===== src/rtl/dom_mul_scheduler.sv =====
// Round-robin issue sequencer sharing one pipelined 2-share DOM GF(2^2) multiplier between two requesters.
// Optional DOM_SCHED_ZERO_IDLE_EN: multiplier inputs are forced to zero in every non-issue cycle.
module dom_mul_scheduler #(
    parameter int TAGW = 4
) (
    input  logic            ClkxCI,
    input  logic            RstxBI,
    input  logic            Req0ValidxSI,
    output logic            Req0ReadyxSO,
    input  logic [3:0]      Req0XxDI,
    input  logic [3:0]      Req0YxDI,
    input  logic [TAGW-1:0] Req0TagxDI,
    input  logic            Req1ValidxSI,
    output logic            Req1ReadyxSO,
    input  logic [3:0]      Req1XxDI,
    input  logic [3:0]      Req1YxDI,
    input  logic [TAGW-1:0] Req1TagxDI,
    output logic            Rsp0ValidxSO,
    input  logic            Rsp0ReadyxSI,
    output logic [3:0]      Rsp0QxDO,
    output logic [TAGW-1:0] Rsp0TagxDO,
    output logic            Rsp1ValidxSO,
    input  logic            Rsp1ReadyxSI,
    output logic [3:0]      Rsp1QxDO,
    output logic [TAGW-1:0] Rsp1TagxDO,
    input  logic            RndValidxSI,
    output logic            RndReadyxSO,
    input  logic [3:0]      RndxDI,
    output logic [3:0]      MulXxDO,
    output logic [3:0]      MulYxDO,
    output logic [1:0]      MulZxDO,
    output logic [1:0]      MulBxDO,
    input  logic [3:0]      MulQxDI
);

    logic            ptrxDP;
    logic            inFltValidxDP;
    logic            inFltDestxDP;
    logic [TAGW-1:0] inFltTagxDP;
    logic            rsp0ValidxDP, rsp1ValidxDP;
    logic [3:0]      rsp0QxDP, rsp1QxDP;
    logic [TAGW-1:0] rsp0TagxDP, rsp1TagxDP;

    logic            elig0xS, elig1xS;
    logic            selxS;
    logic            issuexS;
    logic [3:0]      selXxD, selYxD;
    logic [TAGW-1:0] selTagxD;

    always_comb begin
        elig0xS = Req0ValidxSI & ~(inFltValidxDP & ~inFltDestxDP) & (~rsp0ValidxDP | Rsp0ReadyxSI);
        elig1xS = Req1ValidxSI & ~(inFltValidxDP & inFltDestxDP) & (~rsp1ValidxDP | Rsp1ReadyxSI);
        if (elig0xS && elig1xS) begin
            selxS = ptrxDP;
        end else if (elig0xS) begin
            selxS = 1'b0;
        end else if (elig1xS) begin
            selxS = 1'b1;
        end else begin
            selxS = ptrxDP;
        end
        // Reset gates issue so no ready can fire while the block is held in reset.
        issuexS  = (elig0xS | elig1xS) & RndValidxSI & RstxBI;
        selXxD   = selxS ? Req1XxDI : Req0XxDI;
        selYxD   = selxS ? Req1YxDI : Req0YxDI;
        selTagxD = selxS ? Req1TagxDI : Req0TagxDI;
    end

    assign Req0ReadyxSO = issuexS & ~selxS;
    assign Req1ReadyxSO = issuexS & selxS;
    assign RndReadyxSO  = issuexS;

`ifdef DOM_SCHED_ZERO_IDLE_EN
    always_comb begin
        MulXxDO = issuexS ? selXxD      : 4'd0;
        MulYxDO = issuexS ? selYxD      : 4'd0;
        MulZxDO = issuexS ? RndxDI[1:0] : 2'd0;
        MulBxDO = issuexS ? RndxDI[3:2] : 2'd0;
    end
`else
    always_comb begin
        MulXxDO = RstxBI ? selXxD      : 4'd0;
        MulYxDO = RstxBI ? selYxD      : 4'd0;
        MulZxDO = RstxBI ? RndxDI[1:0] : 2'd0;
        MulBxDO = RstxBI ? RndxDI[3:2] : 2'd0;
    end
`endif

    always_ff @(posedge ClkxCI or negedge RstxBI) begin
        if (!RstxBI) begin
            ptrxDP        <= 1'b0;
            inFltValidxDP <= 1'b0;
            inFltDestxDP  <= 1'b0;
            inFltTagxDP   <= '0;
        end else begin
            inFltValidxDP <= issuexS;
            if (issuexS) begin
                ptrxDP       <= ~selxS;
                inFltDestxDP <= selxS;
                inFltTagxDP  <= selTagxD;
            end
        end
    end

    // A slot is only ever targeted when it was empty or popped at issue, so capture and pop never collide.
    always_ff @(posedge ClkxCI or negedge RstxBI) begin
        if (!RstxBI) begin
            rsp0ValidxDP <= 1'b0;
            rsp0QxDP     <= '0;
            rsp0TagxDP   <= '0;
            rsp1ValidxDP <= 1'b0;
            rsp1QxDP     <= '0;
            rsp1TagxDP   <= '0;
        end else begin
            if (inFltValidxDP && !inFltDestxDP) begin
                rsp0ValidxDP <= 1'b1;
                rsp0QxDP     <= MulQxDI;
                rsp0TagxDP   <= inFltTagxDP;
            end else if (rsp0ValidxDP && Rsp0ReadyxSI) begin
                rsp0ValidxDP <= 1'b0;
            end
            if (inFltValidxDP && inFltDestxDP) begin
                rsp1ValidxDP <= 1'b1;
                rsp1QxDP     <= MulQxDI;
                rsp1TagxDP   <= inFltTagxDP;
            end else if (rsp1ValidxDP && Rsp1ReadyxSI) begin
                rsp1ValidxDP <= 1'b0;
            end
        end
    end

    assign Rsp0ValidxSO = rsp0ValidxDP;
    assign Rsp0QxDO     = rsp0QxDP;
    assign Rsp0TagxDO   = rsp0TagxDP;
    assign Rsp1ValidxSO = rsp1ValidxDP;
    assign Rsp1QxDO     = rsp1QxDP;
    assign Rsp1TagxDO   = rsp1TagxDP;

endmodule

===== config.mk =====
export PLATFORM = sky130hd
export DESIGN_NAME = dom_mul_scheduler
export DESIGN_NICKNAME = d
export VERILOG_FILES = /design/src/rtl/dom_mul_scheduler.sv
export SDC_FILE = /design/constraint.sdc
export NUM_CORES = 1
export LEC_CHECK = 0
export ABC_AREA = 0
export BUFFER_PORTS_ARGS = -buffer_cell sky130_fd_sc_hd__buf_2
export CAP_MARGIN = 20
export CORE_AREA = 2 2 61 63
export CTS_CLUSTER_SIZE = 14
export DETAILED_ROUTE_END_ITERATION = 10
export DIE_AREA = 0 0 63 65
export PLACE_DENSITY = 0.76
export SYNTH_ARGS = -nofsm -noshare
export SYNTH_HDL_FRONTEND = slang
export SYNTH_SLANG_ARGS = --single-unit
export TNS_END_PERCENT = 50

===== constraint.sdc =====
create_clock -name ClkxCI -period 1.7 [get_ports ClkxCI]
set_clock_uncertainty 0.05 [all_clocks]
set_input_delay 0.255 -clock ClkxCI [delete_from_list [all_inputs] [get_ports ClkxCI]]
set_output_delay 0.255 -clock ClkxCI [all_outputs]
set_load 0.05 [all_outputs]

==> results.sh, run 1 <==
export IMPL_synth_area_top_cells="dfrtp_1, nand2_1, mux2i_1"
export IMPL_hold_path_class="input port to asynchronous set/reset pin"
export IMPL_grt_usage=0.1824
export IMPL_synthCells=158
export IMPL_core_sq_mm=0.003496
export IMPL_synth_largest_area_cell="dfrtp_1"
export IMPL_antenna_found_initial=0
export IMPL_worstMarginPinSlew_ns=0.3809
export IMPL_ir_worst_vdd_mv=0.7957
export IMPL_hpwl_mm=2.785
export IMPL_start_kind="flip-flop"
export IMPL_leakage_nw=1.081
export IMPL_ys_types=29
export IMPL_synth_nets=197
export IMPL_wl_met3_um=181
export IMPL_wl_per_cell_um=12.59
export IMPL_wl_met1_mm=1.617
export IMPL_p_per_area_mw_per_mm2=1324
export IMPL_grt_pass1_wl_mm=5.906
export IMPL_clockRootBuffer="clkbuf_4"
export IMPL_syn_area_sq_mm=0.001486
export IMPL_setup_viol=11
export IMPL_die_width_um=63
export IMPL_top_layer_used="met4"
export IMPL_antenna_violating_nets_post_route=0
export IMPL_arrival_ns=1.79
export IMPL_cp_depth=6
export IMPL_ys_ff_latch=25
export IMPL_ys_warn_count=0
export IMPL_fmax_ghz=0.4784
export IMPL_num_antenna_cells=0
export IMPL_fin_crit_ns=2.090
export IMPL_cts_sinks=25
export IMPL_die_y_um=65
export IMPL_die_area_sq_mm=0.004095
export IMPL_drc=0
export IMPL_r2r_start="inFltValidxDP$_DFF_PN0_"
export IMPL_failed_checks="negative setup slack"
export IMPL_holdWs_ns=0.04673
export IMPL_crit_type="flip-flop to output pin"
export IMPL_clk_pin_slew_ns=0.14
export IMPL_numCtsBuffers=3
export IMPL_ios=72
export IMPL_path_delay_family="flip-flops"
export IMPL_crit_path_max_incr_delay_ns=0.41
export IMPL_path_buf_inv=2
export IMPL_area_growth_syn_to_layout_pct=41.50
export IMPL_cp_end_kind="output pin"
export IMPL_final_area_sq_mm=0.002103
export IMPL_placed_area_sq_mm=0.002006
export IMPL_cts_tree="built"
export IMPL_grt_max_degree=25
export IMPL_met2_length_mm=1.826
export IMPL_synth_avg_cell_area_sq_um=9.408
export IMPL_insertion_delay_ns=0.32
export IMPL_grt_setup_unrepaired="true"
export IMPL_fin_util=0.6016
export IMPL_port_buffers=71
export IMPL_regToRegSetupSlack_ns=0.08
export IMPL_drtIter0Drc=73
export IMPL_crit_chain="nand2b_4, a31oi_4, buf_12, mux2i_1, o211ai_1, buf_4"
export IMPL_start_util=0.4252
export IMPL_dr_pass1_iters=4
export IMPL_num_rows=22
export IMPL_p_total_mw=2.785
export IMPL_dr_total_vias=1439
export IMPL_slew_violations=0
export IMPL_grt_pass1_vias=1316
export IMPL_max_cap_violations=0
export IMPL_crit_required_ns=1.39
export IMPL_rr_endpoint="inFltTagxDP[1]$_DFFE_PN0N_"
export IMPL_status="complete, but fails checks"
export IMPL_crit_path_top_delay_cell="dfrtp_1"
export IMPL_cts_buffer_depth=2
export IMPL_max_slew_margin_rel=0.7425
export IMPL_reg2reg_depth=6
export IMPL_crit_fanout=8
export IMPL_synth_top_area_frac=0.4209
export IMPL_fin_ws_ns=-0.3902
export IMPL_ys_seq_area_frac=0.4209
export IMPL_place_congestion=0.7497
export IMPL_hold_viol_final=0
export IMPL_overflow=0
export IMPL_htree_levels=1
export IMPL_via_per_inst=4.962
export IMPL_final_net_count=282
export IMPL_detail_route_wirelength_mm=3.652
export IMPL_period_share=1.230
export IMPL_drive_above_1_share=0.4504
final cells by class:
type                       count  area, sq um
clock buffer                   3        22.52
clock inverter                 1        8.758
fill                         323         1393
inverter                      12        45.04
multi-input combinational    110        777.0
sequential                    25        626.9
tap                           48        60.06
timing repair buffer          91        563.0
sequential cells by signal, summed over array words and instances (netlist names):
register	count
Rsp0QxDO	4
Rsp0TagxDO	4
Rsp0ValidxSO	1
Rsp1QxDO	4
Rsp1TagxDO	4
Rsp1ValidxSO	1
inFltDestxDP	1
inFltTagxDP	4
inFltValidxDP	1
ptrxDP	1
report_power, final:
part	switching, mW	total (mW)	internal, mW
Combinational	1.14	1.60	0.457
Clock	0.189	0.285	0.0957
Sequential	0.101	0.900	0.800
repair_timing:
item	4_1_cts	5_1_grt
hold endpoints to repair	2	0
hold buffers	1	0
gates resized for setup	14	5
setup buffers	0	0
endpoints found under the setup margin	15	15
pin swaps	7	1
logic make-up (layout without fill, tap and decap cells):
| family | Yosys count | count (layout) | synth area share |
|---|---|---|---|
| buffers and inverters | 23 | 107 | 0.07659 |
| AND/OR/NAND/NOR | 65 | 65 | 0.2306 |
| multiplexers | 12 | 12 | 0.08418 |
| AO/OA/AOI/OAI | 33 | 33 | 0.1877 |
| flip-flops | 25 | 25 | 0.4209 |
per-layer routing:
| layer | vias up | global-route usage |
|---|---|---|
| li1 | 720 | - |
| met1 | 672 | 0.2376 |
| met2 | 45 | 0.3178 |
| met3 | 2 | 0.02257 |
| met4 | 0 | 0.05278 |
| met5 | - | 0 |
cells in the final DEF (no fill, tap or decap), drive strengths merged, types with 4 or more instances in the layout:
cell / n
nor4b: 4
buf: 90
a31oi: 9
a221oi: 4
inv: 13
o211ai: 8
dfrtp: 25
mux2i: 8
o21ai: 9
mux2: 4
nand2: 32
nand3: 10
and2: 12
synth_stat cells, drive strengths merged:
library cell  count
inv              12
a211oi            1
o211ai            8
mux2              4
and2             12
nand4             2
dfrtp            25
nand2b            3
clkbuf            4
nand3            10
a31oi             9
nand2            32
a221oi            4
nor2b             1
and3              1
a21o              1
a21boi            1
mux2i             8
nor4b             4
buf               7
o21ai             9
worst max path at each step:
| stage | startpoint | slack, ns | end |
|---|---|---|---|
| after global placement | inFltDestxDP$_DFFE_PN0N_ | -0.08 | MulXxDO[3] |
| after detailed placement | inFltDestxDP$_DFFE_PN0N_ | -0.14 | MulXxDO[0] |
| after floorplan | Rsp0ValidxSO$_DFFE_PN0P_ | -0.44 | MulXxDO[0] |
| final | inFltDestxDP$_DFFE_PN0N_ | -0.39 | MulYxDO[2] |
| after CTS | inFltDestxDP$_DFFE_PN0N_ | -0.37 | MulXxDO[0] |
| after global routing | inFltDestxDP$_DFFE_PN0N_ | -0.48 | MulYxDO[2] |
worst reg2reg max path: stages (launching register included):
cell and delay [ns]:
dfrtp_1 0.44, nand2_1 0.14, buf_8 0.17, nand3_2 0.11, buf_4 0.15, nor4b_1 0.38
a221oi_2 0.05
stage by stage:
step	worst slack, ns	std cells	TNS [ns]
final	-0.3902	290	-3.272
after global placement	-0.08194	285	-0.6781
after detailed placement	-0.1359	285	-1.141
after CTS	-0.3670	290	-3.449
after global routing	-0.4824	290	-4.237
after floorplan	-0.4360	158	-5.317
(Power assumes the default switching activity.)
==> inputs of run 2 (changes only) <==
--- a/config.mk
+++ b/config.mk
@@ -8,11 +8,10 @@
 export ABC_AREA = 0
 export BUFFER_PORTS_ARGS = -buffer_cell sky130_fd_sc_hd__buf_2
 export CAP_MARGIN = 20
-export CORE_AREA = 2 2 61 63
+export CORE_AREA = 2 2 69 71
 export CTS_CLUSTER_SIZE = 14
 export DETAILED_ROUTE_END_ITERATION = 10
-export DIE_AREA = 0 0 63 65
-export PLACE_DENSITY = 0.76
+export DIE_AREA = 0 0 71 73
 export SYNTH_ARGS = -nofsm -noshare
 export SYNTH_HDL_FRONTEND = slang
 export SYNTH_SLANG_ARGS = --single-unit
==> run 2 against run 1 <==
The run still ends with negative setup slack left. Die area increased by 27%. Register-to-register slack got worse by 0.02 ns. Maximum frequency increased by 4.8%. Count of clock-buffer cells in the layout unchanged. Utilization decreased by 12 points. First-iteration DRC count decreased by 34%. Largest cell class unchanged. Critical endpoint is now MulYxDO[1]. Global-route usage decreased by 3.8 points. Combinational power about the same. Sequential cell count unchanged.
==> results.sh, run 2 (synthesis gave the netlist of run 1 again) <==
export IMPL_status="complete, but fails checks"
export IMPL_failed_checks="negative setup slack"
export IMPL_comb_power_share=0.564
export IMPL_via_per_inst=4.769
export IMPL_die_y_um=73
export IMPL_layout_common_cells="buf_2, nand2_1, buf_4"
export IMPL_crit_type="flip-flop to output pin"
export IMPL_layout_commonest_cell="buf_2"
export IMPL_grt_usage=0.1447
export IMPL_hold_viol_final=0
export IMPL_die_area_sq_mm=0.005183
export IMPL_crit_path_top_delay_cell="dfrtp_1"
export IMPL_htree_levels=1
export IMPL_fin_ws_ns=-0.2947
export IMPL_crit_required_ns=1.39
export IMPL_seq_power_share=0.312
export IMPL_num_rows=25
export IMPL_place_congestion=0.7536
export IMPL_slew_violations=0
export IMPL_grt_pass1_vias=1313
export IMPL_drc=0
export IMPL_swShare=0.5011
export IMPL_cp_end_kind="output pin"
export IMPL_drtIter0Drc=48
export IMPL_grt_setup_unrepaired="true"
export IMPL_hpwl_mm=2.912
export IMPL_path_delay_family="flip-flops"
export IMPL_overflow=0
export IMPL_start_kind="flip-flop"
export IMPL_switchingPower_mw=1.446
export IMPL_ir_worst_vdd_mv=0.6202
export IMPL_met2_usage=0.2440
export IMPL_numCtsBuffers=3
export IMPL_gr_usage_met3=0.03177
export IMPL_place_ws_ns=-0.1108
export IMPL_die_width_um=71
export IMPL_area_growth_syn_to_layout_pct=46.21
export IMPL_cts_buffer_depth=2
export IMPL_max_cap_violations=0
export IMPL_cp_depth=6
export IMPL_final_net_count=281
export IMPL_setup_viol=11
export IMPL_crit_path_max_incr_delay_ns=0.39
export IMPL_wl_per_cell_um=12.99
export IMPL_fmax_ghz=0.5013
export IMPL_busiest_layer="met2"
export IMPL_p_int_mw=1.440
export IMPL_crit_chain="nand2b_4, a31oi_4, buf_12, mux2i_2, o211ai_1, buf_4"
export IMPL_pwr_share_clk=0.125
export IMPL_detail_route_wirelength_mm=3.833
export IMPL_start_util=0.3277
export IMPL_antenna_found_initial=0
export IMPL_period_share=1.173
export IMPL_ios=72
export IMPL_drive_above_1_share=0.4730
export IMPL_hold_path_class="input port to asynchronous set/reset pin"
export IMPL_fin_crit_ns=1.995
export IMPL_port_buffers=71
export IMPL_cts_tree="built"
export IMPL_grt_pass1_wl_mm=5.961
export IMPL_num_antenna_cells=0
export IMPL_clk_pin_slew_ns=0.09
export IMPL_path_buf_inv=2
export IMPL_worstMarginPinSlew_ns=0.3427
export IMPL_fillers=447
export IMPL_p_per_area_mw_per_mm2=1328
export IMPL_grt_max_degree=23
export IMPL_arrival_ns=1.69
export IMPL_crit_fanout=8
export IMPL_insertion_delay_ns=0.27
export IMPL_dr_pass1_iters=4
export IMPL_dp_cells=289
export IMPL_clockRootBuffer="clkbuf_8"
export IMPL_antenna_violating_nets_post_route=0
export IMPL_reg2reg_depth=7
export IMPL_layout_cells_non_filler=295
export IMPL_leakage_nw=1.105
export IMPL_cts_sinks=25
export IMPL_dr_total_vias=1407
export IMPL_p_total_mw=2.885
export IMPL_core_sq_mm=0.004536
export IMPL_grtUsageMet1=0.1906
export IMPL_max_slew_margin_rel=0.7683
run 2: cell count changes in the layout (fill, tap and decap cells not counted), moves of 2 or more:
cell,change
clkbuf_8,+3
nor4b_1,-2
buf_4,-2
clkbuf_4,-3
nor4b_2,+2
run 2: what timing repair did:
action | CTS | global route
buffers inserted | 0 | 1
hold buffers | 0 | 0
resized for setup | 20 | 8
pin swaps | 8 | 0
gates cloned | 0 | 1
setup endpoints to repair | 15 | 15
run 2: metal layers:
metal	part of all wire	routed length [um]
met5	0	0
met4	0	0
met3	0.048	185
met2	0.51	1951
met1	0.44	1696
run 2: path summary, 6_finish.rpt:
path                                     startpoint                          to  slack, ns
setup / recovery           inFltDestxDP$_DFFE_PN0N_                  MulYxDO[1]      -0.29
hold / removal                               RstxBI     inFltValidxDP$_DFF_PN0_       0.10
setup reg to reg           inFltDestxDP$_DFFE_PN0N_  inFltTagxDP[1]$_DFFE_PN0N_       0.06
hold reg to reg             Rsp0QxDO[0]$_DFFE_PN0P_     Rsp0QxDO[0]$_DFFE_PN0P_       0.43
max in group asynchronous                    RstxBI    Rsp0ValidxSO$_DFFE_PN0P_       1.18
min in group ClkxCI                      MulQxDI[3]     Rsp0QxDO[3]$_DFFE_PN0P_       0.13
run 2: layout make-up:
cell class / instances / area [sq um] / share of cell area
clock buffers: 3 / 41.29 / 0.01900
clock inverters: 1 / 7.507 / 0.003454
inverters: 12 / 45.04 / 0.02073
multi-input cells: 110 / 804.5 / 0.3702
flip-flops and latches: 25 / 628.1 / 0.2890
well taps: 54 / 67.56 / 0.03109
repair buffers: 90 / 579.3 / 0.2666
run 2: per-stage QoR:
step | area, sq um | setup TNS [ns] | utilization | hold slack (ns)
floorplan | 1511 | -5.317 | - | -0.09059
global placement | 1998 | -0.8545 | 0.4406 | 0.3943
detailed placement | 1998 | -1.093 | 0.4406 | 0.3939
CTS | 2110 | -2.923 | 0.4651 | 0.09701
global route | 2173 | -3.469 | 0.4792 | 0.1198
finish | 2173 | -2.678 | 0.4792 | 0.1045
run 2: power groups by stage:
stage	Sequential (mW)	Clock (mW)	Combinational (mW)
after floorplan	1.53	0	0.554
after global placement	0.905	0	1.56
after detailed placement	0.917	0	1.57
after CTS	0.905	0.372	1.61
after global routing	0.926	0.404	1.73
final	0.899	0.360	1.63
==> inputs of run 3 (changes only) <==
--- a/config.mk
+++ b/config.mk
@@ -9,6 +9,7 @@
 export BUFFER_PORTS_ARGS = -buffer_cell sky130_fd_sc_hd__buf_2
 export CAP_MARGIN = 20
 export CORE_AREA = 2 2 69 71
+export CTS_BUF_LIST = sky130_fd_sc_hd__clkbuf_16
 export CTS_CLUSTER_SIZE = 14
 export DETAILED_ROUTE_END_ITERATION = 10
 export DIE_AREA = 0 0 71 73
==> run 3 against run 2 <==
The flow still finishes with violations (negative setup slack). Wire length shrank 0.57%. Setup slack improved by 0.016 ns. Sequential cell count unchanged. Maximum frequency grew 0.79%. Sequential power about the same. First-iteration DRC count is 71% higher. Non-clock buffer count is 2 lower. Die area did not move. Critical path depth unchanged. Count of clock-buffer cells in the layout unchanged. Critical endpoint unchanged. Largest cell class unchanged.
==> results.sh, run 3 (synthesis gave the netlist of run 1 again) <==
export IMPL_crit_path_max_incr_delay_ns=0.39
export IMPL_crit_type="flip-flop to output pin"
export IMPL_drtIter0Drc=82
export IMPL_antenna_found_initial=0
export IMPL_cts_tree="built"
export IMPL_num_antenna_cells=0
export IMPL_cp_end_kind="output pin"
export IMPL_gr_usage_met3=0.03177
export IMPL_period_share=1.164
export IMPL_start_util=0.3277
export IMPL_clk_pin_slew_ns=0.06
export IMPL_hold_buffers=0
export IMPL_numCtsBuffers=3
export IMPL_busiest_layer="met2"
export IMPL_crit_chain="nand2b_4, a31oi_4, buf_12, mux2i_2, o211ai_1, buf_4"
export IMPL_overflow=0
export IMPL_hpwl_mm=2.912
export IMPL_fillers=448
export IMPL_fin_crit_ns=1.979
export IMPL_layout_common_cells="buf_2, nand2_1, dfrtp_1, buf_4, and2_1"
export IMPL_ios=72
export IMPL_grt_usage=0.1459
export IMPL_port_buffers=71
export IMPL_cts_buffer_depth=2
export IMPL_max_slew_margin_rel=0.7471
export IMPL_failed_checks="negative setup slack"
export IMPL_hold_path_class="input port to asynchronous set/reset pin"
export IMPL_drive_above_1_share=0.4644
export IMPL_die_y_um=73
export IMPL_crit_path_top_delay_cell="dfrtp_1"
export IMPL_start_kind="flip-flop"
export IMPL_layout_commonest_cell="buf_2"
export IMPL_arrival_ns=1.67
export IMPL_final_net_count=279
export IMPL_die_width_um=71
export IMPL_status="complete, but fails checks"
export IMPL_crit_required_ns=1.39
export IMPL_dr_total_vias=1422
export IMPL_grt_setup_unrepaired="true"
export IMPL_hold_viol_final=0
export IMPL_met2_usage=0.2430
export IMPL_cts_sinks=25
export IMPL_setup_viol=12
export IMPL_fin_ws_ns=-0.2790
export IMPL_dr_pass1_iters=4
export IMPL_slew_violations=0
export IMPL_grt_pass1_vias=1306
export IMPL_leakage_nw=1.092
export IMPL_multi_input_area_sq_um=804.5
export IMPL_fmax_ghz=0.5053
export IMPL_detail_route_wirelength_mm=3.811
export IMPL_die_area_sq_mm=0.005183
export IMPL_worstMarginPinSlew_ns=0.3784
export IMPL_htree_levels=1
export IMPL_p_total_mw=3.036
export IMPL_p_per_area_mw_per_mm2=1402
export IMPL_setup_tns_ns=-2.652
export IMPL_max_cap_violations=0
export IMPL_place_congestion=0.7536
export IMPL_ir_worst_vdd_mv=0.6214
export IMPL_grtUsageMet1=0.1923
export IMPL_insertion_delay_ns=0.26
export IMPL_wl_per_cell_um=13.01
export IMPL_regArea_sq_um=626.9
export IMPL_antenna_violating_nets_post_route=0
export IMPL_core_sq_mm=0.004536
export IMPL_grt_pass1_wl_mm=5.975
export IMPL_clockRootBuffer="clkbuf_16"
export IMPL_grt_max_degree=23
export IMPL_num_rows=25
export IMPL_cts_setup_buffers=0
export IMPL_via_per_inst=4.853
export IMPL_area_growth_syn_to_layout_pct=45.71
export IMPL_drc=0
export IMPL_crit_fanout=8
-- run 3: worst max-delay path: cells and delay by family, from the launching register on --
family,cells,cell delay [ns]
mux,1,0.19
buf+inv,2,0.35
compound gates,2,0.29
simple gates,1,0.17
flops,1,0.39
-- run 3: layer usage --
layer | up-vias | wire length, um
met5 | - | 0
li1 | 712 | -
met3 | 4 | 217
met4 | 0 | 36
met1 | 660 | 1628
met2 | 46 | 1928
-- run 3: area by class of cell --
class | instances | share of cell area
sequential | 25 | 0.2894
clock buffer | 3 | 0.03466
tap | 54 | 0.03120
timing repair buffer | 88 | 0.2490
multi-input combinational | 110 | 0.3715
inverter | 12 | 0.02080
clock inverter | 1 | 0.003466
-- run 3: final timing paths --
path,from,to,slack (ns),depth (start not counted)
max in group asynchronous,RstxBI,Rsp0ValidxSO$_DFFE_PN0P_,1.16,2
min,RstxBI,inFltValidxDP$_DFF_PN0_,0.12,2
min in group ClkxCI,MulQxDI[2],Rsp0QxDO[2]$_DFFE_PN0P_,0.14,3
min reg2reg,Rsp0QxDO[0]$_DFFE_PN0P_,Rsp0QxDO[0]$_DFFE_PN0P_,0.42,2
max,inFltDestxDP$_DFFE_PN0N_,MulYxDO[1],-0.28,6
max reg2reg,inFltValidxDP$_DFF_PN0_,inFltTagxDP[1]$_DFFE_PN0N_,0,6
-- run 3: what timing repair did --
item                                   4_1_cts  5_1_grt
pin swaps                                    7        1
endpoints found under the hold margin        0        0
resized for setup                           16        8
gates cloned                                 0        0
setup endpoints to repair                   15       16
-- run 3: power by group --
part | switching [mW] | internal, mW | leakage (nW)
combinational | 1.15 | 0.456 | 0.757
sequential | 0.0979 | 0.803 | 0.298
clock | 0.210 | 0.319 | 0.0371
total | 1.46 | 1.58 | 1.09
-- run 3: stage by stage --
stage | instances | util | area, sq um | setup slack, ns | hold slack, ns
after floorplan | 158 | - | 1511 | -0.4360 | -0.09059
after global routing | 293 | 0.4775 | 2166 | -0.3766 | 0.1431
final | 293 | 0.4775 | 2166 | -0.2790 | 0.1242
after CTS | 293 | 0.4692 | 2128 | -0.2781 | 0.1168
after detailed placement | 289 | 0.4406 | 1998 | -0.1108 | 0.3939
after global placement | 289 | 0.4406 | 1998 | -0.09079 | 0.3943
